### src/rtl/pll_rst_pkg.sv
// Shared state encodings, default parameters and width helper for the PLL reset sequencer.
package pll_rst_pkg;

    typedef logic [1:0] state_t;

    localparam state_t ST_PLL_RST   = 2'd0;
    localparam state_t ST_WAIT_LOCK = 2'd1;
    localparam state_t ST_STABLE    = 2'd2;
    localparam state_t ST_RUN       = 2'd3;

    localparam int unsigned DEF_PLL_RST_CYCLES     = 16;
    localparam int unsigned DEF_LOCK_TIMEOUT       = 65536;
    localparam int unsigned DEF_LOCK_STABLE_CYCLES = 1024;
    localparam int unsigned DEF_CNT_W              = 8;

    // Bits needed to count 0..n-1, never less than one bit.
    function automatic int unsigned clog2_min1(input int unsigned n);
        int unsigned w;
        w = $clog2(n);
        return (w == 0) ? 1 : w;
    endfunction

endpackage

### src/rtl/sync_2ff.sv
// Two-flop synchroniser for signals arriving from another clock domain.
module sync_2ff #(
    parameter int unsigned W = 1
) (
    input  logic         clk,
    input  logic         rst_n,
    input  logic [W-1:0] d,
    output logic [W-1:0] q
);

    logic [W-1:0] meta_q;
    logic [W-1:0] sync_q;

    // Metastability stage followed by the settled stage.
    always_ff @(posedge clk or negedge rst_n) begin
        if (!rst_n) begin
            meta_q <= '0;
            sync_q <= '0;
        end else begin
            meta_q <= d;
            sync_q <= meta_q;
        end
    end

    assign q = sync_q;

endmodule

### src/rtl/pll_reset_sequencer.sv
// Sequences the PLL reset, qualifies lock, and gates the core reset on a stable lock.
module pll_reset_sequencer
    import pll_rst_pkg::*;
#(
    parameter int unsigned PLL_RST_CYCLES     = DEF_PLL_RST_CYCLES,
    parameter int unsigned LOCK_TIMEOUT       = DEF_LOCK_TIMEOUT,
    parameter int unsigned LOCK_STABLE_CYCLES = DEF_LOCK_STABLE_CYCLES,
    parameter int unsigned CNT_W              = DEF_CNT_W
) (
    input  logic             REFERENCECLK,
    input  logic             RESETB,
    input  logic             LOCK,
    input  logic             CLR_CNT,
    output logic             PLL_RESETB,
    output logic             SYS_RESETN,
    output logic             READY,
    output logic [1:0]       STATE,
    output logic [CNT_W-1:0] LOCK_LOSS_CNT,
    output logic [CNT_W-1:0] RETRY_CNT
);

    localparam int unsigned RST_W  = clog2_min1(PLL_RST_CYCLES);
    localparam int unsigned TMO_W  = clog2_min1(LOCK_TIMEOUT);
    localparam int unsigned STAB_W = clog2_min1(LOCK_STABLE_CYCLES);

    localparam logic [RST_W-1:0]  RST_LAST  = RST_W'(PLL_RST_CYCLES - 1);
    localparam logic [TMO_W-1:0]  TMO_LAST  = TMO_W'(LOCK_TIMEOUT - 1);
    localparam logic [STAB_W-1:0] STAB_LAST = STAB_W'(LOCK_STABLE_CYCLES - 1);
    localparam logic [CNT_W-1:0]  CNT_MAX   = '1;

    logic              lock_s;
    state_t            state_q, state_d;
    logic [RST_W-1:0]  rst_cnt_q, rst_cnt_d;
    logic [TMO_W-1:0]  tmo_cnt_q, tmo_cnt_d;
    logic [TMO_W-1:0]  tmo_inc;
    logic [STAB_W-1:0] stab_cnt_q, stab_cnt_d;
    logic              pll_resetb_q, pll_resetb_d;
    logic              sys_resetn_q, sys_resetn_d;
    logic              ready_q, ready_d;
    logic [CNT_W-1:0]  loss_cnt_q, loss_cnt_d;
    logic [CNT_W-1:0]  retry_cnt_q, retry_cnt_d;
    logic              loss_inc;
    logic              retry_inc;

    sync_2ff #(.W(1)) u_lock_sync (
        .clk   (REFERENCECLK),
        .rst_n (RESETB),
        .d     (LOCK),
        .q     (lock_s)
    );

    // Next-state and registered-output decode; timeout counter holds at its last value.
    always_comb begin
        state_d      = state_q;
        rst_cnt_d    = rst_cnt_q;
        tmo_cnt_d    = tmo_cnt_q;
        stab_cnt_d   = stab_cnt_q;
        pll_resetb_d = pll_resetb_q;
        sys_resetn_d = 1'b0;
        ready_d      = 1'b0;
        loss_inc     = 1'b0;
        retry_inc    = 1'b0;
        tmo_inc      = (tmo_cnt_q == TMO_LAST) ? tmo_cnt_q : tmo_cnt_q + TMO_W'(1);

        case (state_q)
            ST_PLL_RST: begin
                pll_resetb_d = 1'b0;
                if (rst_cnt_q == RST_LAST) begin
                    state_d      = ST_WAIT_LOCK;
                    rst_cnt_d    = '0;
                    tmo_cnt_d    = '0;
                    stab_cnt_d   = '0;
                    pll_resetb_d = 1'b1;
                end else begin
                    rst_cnt_d = rst_cnt_q + RST_W'(1);
                end
            end
            ST_WAIT_LOCK: begin
                pll_resetb_d = 1'b1;
                tmo_cnt_d    = tmo_inc;
                if (lock_s) begin
                    state_d    = ST_STABLE;
                    stab_cnt_d = STAB_W'(1);
                end else if (tmo_cnt_q == TMO_LAST) begin
                    state_d      = ST_PLL_RST;
                    rst_cnt_d    = '0;
                    pll_resetb_d = 1'b0;
                    retry_inc    = 1'b1;
                end
            end
            ST_STABLE: begin
                pll_resetb_d = 1'b1;
                tmo_cnt_d    = tmo_inc;
                if (tmo_cnt_q == TMO_LAST) begin
                    state_d      = ST_PLL_RST;
                    rst_cnt_d    = '0;
                    pll_resetb_d = 1'b0;
                    retry_inc    = 1'b1;
                end else if (!lock_s) begin
                    state_d    = ST_WAIT_LOCK;
                    stab_cnt_d = '0;
                end else if (stab_cnt_q == STAB_LAST) begin
                    state_d      = ST_RUN;
                    tmo_cnt_d    = '0;
                    stab_cnt_d   = '0;
                    sys_resetn_d = 1'b1;
                    ready_d      = 1'b1;
                end else begin
                    stab_cnt_d = stab_cnt_q + STAB_W'(1);
                end
            end
            default: begin
                pll_resetb_d = 1'b1;
                sys_resetn_d = 1'b1;
                ready_d      = 1'b1;
                if (!lock_s) begin
                    state_d      = ST_PLL_RST;
                    rst_cnt_d    = '0;
                    pll_resetb_d = 1'b0;
                    sys_resetn_d = 1'b0;
                    ready_d      = 1'b0;
                    loss_inc     = 1'b1;
                end
            end
        endcase
    end

    // Saturating status counters; a clear beats a coincident increment.
    always_comb begin
        loss_cnt_d  = loss_cnt_q;
        retry_cnt_d = retry_cnt_q;
        if (CLR_CNT) begin
            loss_cnt_d  = '0;
            retry_cnt_d = '0;
        end else begin
            if (loss_inc && (loss_cnt_q != CNT_MAX)) begin
                loss_cnt_d = loss_cnt_q + CNT_W'(1);
            end
            if (retry_inc && (retry_cnt_q != CNT_MAX)) begin
                retry_cnt_d = retry_cnt_q + CNT_W'(1);
            end
        end
    end

    // State, counters and outputs; reset forces the safe state asynchronously.
    always_ff @(posedge REFERENCECLK or negedge RESETB) begin
        if (!RESETB) begin
            state_q      <= ST_PLL_RST;
            rst_cnt_q    <= '0;
            tmo_cnt_q    <= '0;
            stab_cnt_q   <= '0;
            pll_resetb_q <= 1'b0;
            sys_resetn_q <= 1'b0;
            ready_q      <= 1'b0;
            loss_cnt_q   <= '0;
            retry_cnt_q  <= '0;
        end else begin
            state_q      <= state_d;
            rst_cnt_q    <= rst_cnt_d;
            tmo_cnt_q    <= tmo_cnt_d;
            stab_cnt_q   <= stab_cnt_d;
            pll_resetb_q <= pll_resetb_d;
            sys_resetn_q <= sys_resetn_d;
            ready_q      <= ready_d;
            loss_cnt_q   <= loss_cnt_d;
            retry_cnt_q  <= retry_cnt_d;
        end
    end

    assign PLL_RESETB    = pll_resetb_q;
    assign SYS_RESETN    = sys_resetn_q;
    assign READY         = ready_q;
    assign STATE         = state_q;
    assign LOCK_LOSS_CNT = loss_cnt_q;
    assign RETRY_CNT     = retry_cnt_q;

endmodule

### config.mk
export PLATFORM = sky130hd
export DESIGN_NAME = pll_reset_sequencer
export DESIGN_NICKNAME = d
export VERILOG_FILES = /design/src/rtl/pll_rst_pkg.sv /design/src/rtl/sync_2ff.sv /design/src/rtl/pll_reset_sequencer.sv
export SDC_FILE = /design/constraint.sdc
export NUM_CORES = 1
export LEC_CHECK = 0
export CAP_MARGIN = 25
export CORE_MARGIN = 2
export CORE_UTILIZATION = 50
export DETAILED_ROUTE_END_ITERATION = 10
export PLACE_DENSITY = 0.7
export SYNTH_ARGS = -nofsm -noshare
export SYNTH_HDL_FRONTEND = slang
export SYNTH_SLANG_ARGS = --single-unit
### constraint.sdc
create_clock -name REFERENCECLK -period 2.3 [get_ports REFERENCECLK]
set_input_delay 0.345 -clock REFERENCECLK [delete_from_list [all_inputs] [get_ports REFERENCECLK]]
set_output_delay 0.345 -clock REFERENCECLK [all_outputs]
set_load 0.05 [all_outputs]
Word level (Yosys, flattened, before mapping)

Index checks and enable logic that the tools add are counted.

Bits in registers: 52
Latch bits: 0
Memory bits (writable): 0
Memory bits (read-only): 0
Input port bits: 4
Output and inout bits: 21
Word-level logic and storage cells: 85
Memories kept: 0

Add/sub/neg operators: 5
$mul: 0
Divide/modulo/power cells: 0
$lt $le $gt $ge: 0
Equality and inequality tests: 15
Shifts and indexed selects: 0
Multiplexer cells: 43
Bitwise logic cells: 0
Reduce and logical (&&, ||, !) cells: 12

Operator list:

| operator                | number |
|---|---|
| $mux W16                | 5 |
| $mux W10                | 5 |
| $pmux W16 S3            | 1 |
| $mux W8                 | 4 |
| $pmux W10 S3            | 1 |
| $add A16 B1 Y16 const B | 1 |
| $add A8 B1 Y8 const B   | 2 |
| $eq A16 B16 Y1 const B  | 1 |
| $mux W4                 | 4 |
| $ne A8 B8 Y1 const B    | 2 |
| $mux W2                 | 7 |
| $pmux W4 S3             | 1 |
| $mux W1                 | 11 |
| $add A10 B1 Y10 const B | 1 |
| $eq A10 B10 Y1 const B  | 1 |
| $ne A4 B4 Y1 const B    | 2 |
| $reduce_and A4 Y1       | 2 |
| $ne A2 B2 Y1 const B    | 3 |
| $pmux W2 S3             | 1 |
| $add A4 B1 Y4 const B   | 1 |
| $eq A4 B4 Y1 const B    | 1 |
| $pmux W1 S2             | 2 |
| $reduce_and A2 Y1       | 2 |
| $reduce_bool A2 Y1      | 2 |
| 11 further kinds        | 12 |

Logic depth before layout (Yosys ltp)

Depth after elaboration: 7
Depth in mapped cells: 8
Mapped depth without buffers: 7

Hierarchy

From an unflattened synthesis, not the netlist that was laid out.

Cell total of the unflattened synthesis: 328
Area total of the unflattened synthesis: 3044.2 um^2

By module, submodules not included:

| module              | times used | cells each | area each (um^2) | sequential area each (um^2) |
|---|---|---|---|---|
| pll_reset_sequencer | 1          | 326        | 2994.1           | 1251.2 |
| sync_2ff            | 1          | 2          | 50.0             | 50.0 |

Worst setup path after synthesis

Ideal clock, no wire load.

Path kind: register -> register
From: register state_q[0], in the netlist STATE[0]
To: register stab_cnt_q[9]
Setup time: 0.069 ns
Arrival time: 2.360 ns
Required time: 2.231 ns
Slack: -0.129 ns
Stages on the path, launching flop included: 9
Buffers on the path: 1
Clock period less this slack: 2.429 ns
Cell sequence: dfrtp_1 -> inv_1 -> ha_1 -> clkbuf_1 -> inv_1 -> a21boi_0 -> a211o_1 -> or4_1 -> nand3_1

Cells in the longest elaborated chain, start to end: 3
Elaborated cells on any way between the ends: 9
Those cells by class: eq/ne (5); mux (1); reduce/logical (3)

Ends and longest elaborated chain:

| element                                               | line                       | RTL |
|---|---|---|
| from (decl)                                           | pll_reset_sequencer.sv:32  | `state_t state_q, state_d;` |
| from (signal assigned)                                | pll_reset_sequencer.sv:158 | `state_q <= state_d;` |
| $eq A2 B1 Y1 (tied with other cells)                  | pll_reset_sequencer.sv:65  | `case (state_q)` |
| $ne A2 B1 Y1 (no source line) (tied with other cells) | n/a                        |  |
| $reduce_and A4 Y1 (no source line)                    | n/a                        |  |
| to (signal assigned)                                  | pll_reset_sequencer.sv:161 | `stab_cnt_q <= stab_cnt_d;` |
| to (decl)                                             | pll_reset_sequencer.sv:36  | `logic [STAB_W-1:0] stab_cnt_q, stab_cnt_d;` |

Parallel ways exist; a longest one is shown, timed or not.
A chain may end at the register's enable or synchronous reset.

Final worst setup path

From: register tmo_cnt_q[13]
To: register tmo_cnt_q[0]

Cells in the longest elaborated chain, start to end: 6

Ends and longest elaborated chain:

| element                | line                                                 | RTL |
|---|---|---|
| from (decl)            | pll_reset_sequencer.sv:34                            | `logic [TMO_W-1:0] tmo_cnt_q, tmo_cnt_d;` |
| from (signal assigned) | pll_reset_sequencer.sv:160                           | `tmo_cnt_q <= tmo_cnt_d;` |
| $eq A16 B16 Y1 *       | pll_reset_sequencer.sv:63, pll_reset_sequencer.sv:94 |  |
| $mux W16               | pll_reset_sequencer.sv:63                            | `tmo_inc = (tmo_cnt_q == TMO_LAST) ? tmo_cnt_q : tmo_cnt_q + TMO_W'(1);` |
| $mux W16               | pll_reset_sequencer.sv:102                           | `end else if (stab_cnt_q == STAB_LAST) begin` |
| $mux W16               | pll_reset_sequencer.sv:99                            | `end else if (!lock_s) begin` |
| $mux W16               | pll_reset_sequencer.sv:94                            | `if (tmo_cnt_q == TMO_LAST) begin` |
| $pmux W16 S3 *         | pll_reset_sequencer.sv:65                            |  |

Mark *: on every way between the ends. The rest lies on a longest branch, timed or not.

==> flow_metrics.env <==
export IMPL_wl_per_cell_um=14.8
export IMPL_ant_nets=0
export IMPL_track_usage=0.216
export IMPL_drcViolationCount=0
export IMPL_fmax_mhz=453
export IMPL_worstMarginPinSlew_ns=0.579
export IMPL_ys_flop_type="dfrtp_1"
export IMPL_placed_area_um2=3440
export IMPL_fin_crit_ns=2.21
export IMPL_drv_slew=0
export IMPL_synth_edf_count=0
export IMPL_cts_tree="done"
export IMPL_slew_headroom=0.613
export IMPL_worst_hold_path_endpoint="u_lock_sync.q"
export IMPL_clkTransAtPathRegs_ns=0.10
export IMPL_drv_cap=0
export IMPL_clock_latency_ns=0.31
export IMPL_critPathCaptureType="flop"
export IMPL_n_antenna_cell=0
export IMPL_syn_area_um2=2950
export IMPL_regToRegSetupSlack_ns=0.09
export IMPL_dpl_hpwl_mm=4.79
export IMPL_synth_seq_area_share=0.441
export IMPL_via_per_inst=5.84
export IMPL_wl_mm=6.59
export IMPL_fin_nets=386
export IMPL_postLayoutCellArea_um2=3590
export IMPL_slowest_stage="or4_4"
export IMPL_synthTopCellsByCount="dfrtp_1 (52), nand3_1 (31), nor2_1 (27)"
export IMPL_synth_seq_cells=52
export IMPL_antenna_found_initial=0
export IMPL_worstReg2RegEnd="tmo_cnt_q[0]"
export IMPL_fin_util=0.640
export IMPL_gp_congestion=0.919
export IMPL_clock_tree_root_cell="clkbuf_8"
export IMPL_syn_nets=336
export IMPL_worstPathRequired_ns=2.51
export IMPL_async_flop_share=1.00
export IMPL_outcome="complete, no violations"
export IMPL_fin_crit_sh=0.961
export IMPL_hp_class="flop to flop"
export IMPL_coreArea_um2=5610
export IMPL_power_density_nw_per_um2=806
export IMPL_rows=27
export IMPL_finalSetupViolations=0
export IMPL_crit_buf_inv=1
export IMPL_worstPathArrival_ns=2.42
export IMPL_clock_sinks=52
export IMPL_initial_core_util=0.526
export IMPL_yosysWarnings=0
export IMPL_synthDistinctLibCells=53
export IMPL_vias=2606
export IMPL_port_buffers=24
export IMPL_max_vdd_ir_drop_mv=0.605
export IMPL_ff2ff_path_depth=5
export IMPL_overflow=0
export IMPL_area_delta_synth_final_pct=21.6
export IMPL_power_uw=2890
export IMPL_grt_pass1_wl_mm=11.1
export IMPL_hp_start="u_lock_sync.meta_q"
export IMPL_crit_type="flop to flop"
export IMPL_timing_rr_start="tmo_cnt_q[13]"
export IMPL_layout_drive_gt1_share=0.163
export IMPL_ios=25
export IMPL_avgSynthCellArea_um2=9.13
export IMPL_die_h_um=80.8
export IMPL_cp_num_cells=5
export IMPL_hold_viol=0
export IMPL_p_leak_uw=0.00152
export IMPL_yosysTopAreaCellShare=0.441
export IMPL_fin_skew_ns=0.00896
export IMPL_h_tree_depth=2
export IMPL_clock_tree_buffer_depth=2
export IMPL_dieArea_um2=6530
export IMPL_holdWs_ns=0.359
export IMPL_grt_max_degree=27
export IMPL_hold_depth=0
export IMPL_place_ws_ns=-0.0137
export IMPL_cp_max_fo=6
export IMPL_cts_made_buffers=5
export IMPL_slowest_delay_ns=0.64
export IMPL_synthTopCellsByArea="dfrtp_1 (44%), nand3_1 (5.3%), o21ai_0 (4.2%)"
export IMPL_yosysMostFrequentCell="dfrtp_1"
export IMPL_cp_top_family="simple AND/OR/NAND/NOR gates"
export IMPL_grt_pass1_vias=2348
export IMPL_synth_top_area_cell="dfrtp_1"
export IMPL_dr_pass1_iters=4
export IMPL_setup_ws_ns=0.0903
export IMPL_postSynthCellCount=323
export IMPL_drt_iter0_drc=146
export IMPL_die_w_um=80.8
export IMPL_start_kind="flop"
export IMPL_crit_chain="nand4_2, or4_4, a311o_1, buf_4, o31ai_1"
==> worst max path at each step <==
stage	from	end
final	tmo_cnt_q[13]	tmo_cnt_q[0]
after global routing	STATE[0]	stab_cnt_q[5]
after CTS	tmo_cnt_q[1]	STATE[0]
after detailed placement	tmo_cnt_q[1]	tmo_cnt_q[4]
after global placement	tmo_cnt_q[1]	STATE[0]
after floorplan	STATE[0]	stab_cnt_q[9]
==> metal layers <==
layer  up-vias  share of wire  global-route usage
met5         -              0                   0
met4         0          0.012              0.0644
met3         6          0.025              0.0367
met2        35           0.49               0.343
met1      1265           0.48               0.305
li1       1300              -                   -
==> cells in the final DEF, fill, tap and decap left out, types with 14 or more instances in the layout <==
| cell | count |
|---|---|
| a21oi_1 | 18 |
| buf_4 | 29 |
| clkdlybuf4s50_1 | 23 |
| dfrtp_1 | 49 |
| inv_1 | 14 |
| nand2_1 | 26 |
| nand3_1 | 30 |
| nor2_1 | 27 |
| nor3_1 | 15 |
| o21ai_0 | 25 |
==> report_power, final <==
group / internal [µW] / leakage [µW] / switching [µW]
sequential: 993 / 0.000707 / 57.2
combinational: 539 / 0.000768 / 784
clock: 213 / 0.0000479 / 304
==> through the flow <==
stage	instances	setup TNS (ns)
after floorplan	323	0
after global placement	435	0
after detailed placement	435	-0.0209
after CTS	444	0
after global routing	446	-0.0242
final	446	0
==> state kept, by name (all words and copies together) (netlist names), 2 cells and up <==
register       flops
rst_cnt_q          4
stab_cnt_q        10
LOCK_LOSS_CNT      8
RETRY_CNT          8
tmo_cnt_q         16
STATE              2
==> final cells by class <==
cell class,count,area (µm²)
sequential,52,1310
fill,478,2020
tap,72,90.1
timing repair buffer,55,483
multi-input combinational,245,1570
inverter,14,52.6
clock inverter,3,18.8
clock buffer,5,68.8
==> logic make-up after synthesis <==
group           count (synthesis)  synth area share
buf+inv                        26            0.0377
flops                          52             0.441
mux                             6            0.0216
fa+ha+maj                       9            0.0382
simple gates                  138             0.243
xor+xnor                        7            0.0208
compound gates                 85             0.197
==> timing repair <==
| item | in CTS | in global routing |
|---|---|---|
| hold buffers | 1 | 0 |
| gates resized for setup | 1 | 7 |
| endpoints found under the hold margin | 3 | 0 |
| setup buffers | 0 | 2 |
| pin swaps | 0 | 2 |
| setup endpoints to repair | 3 | 28 |
Note: power is estimated with default switching activity, not from simulation.
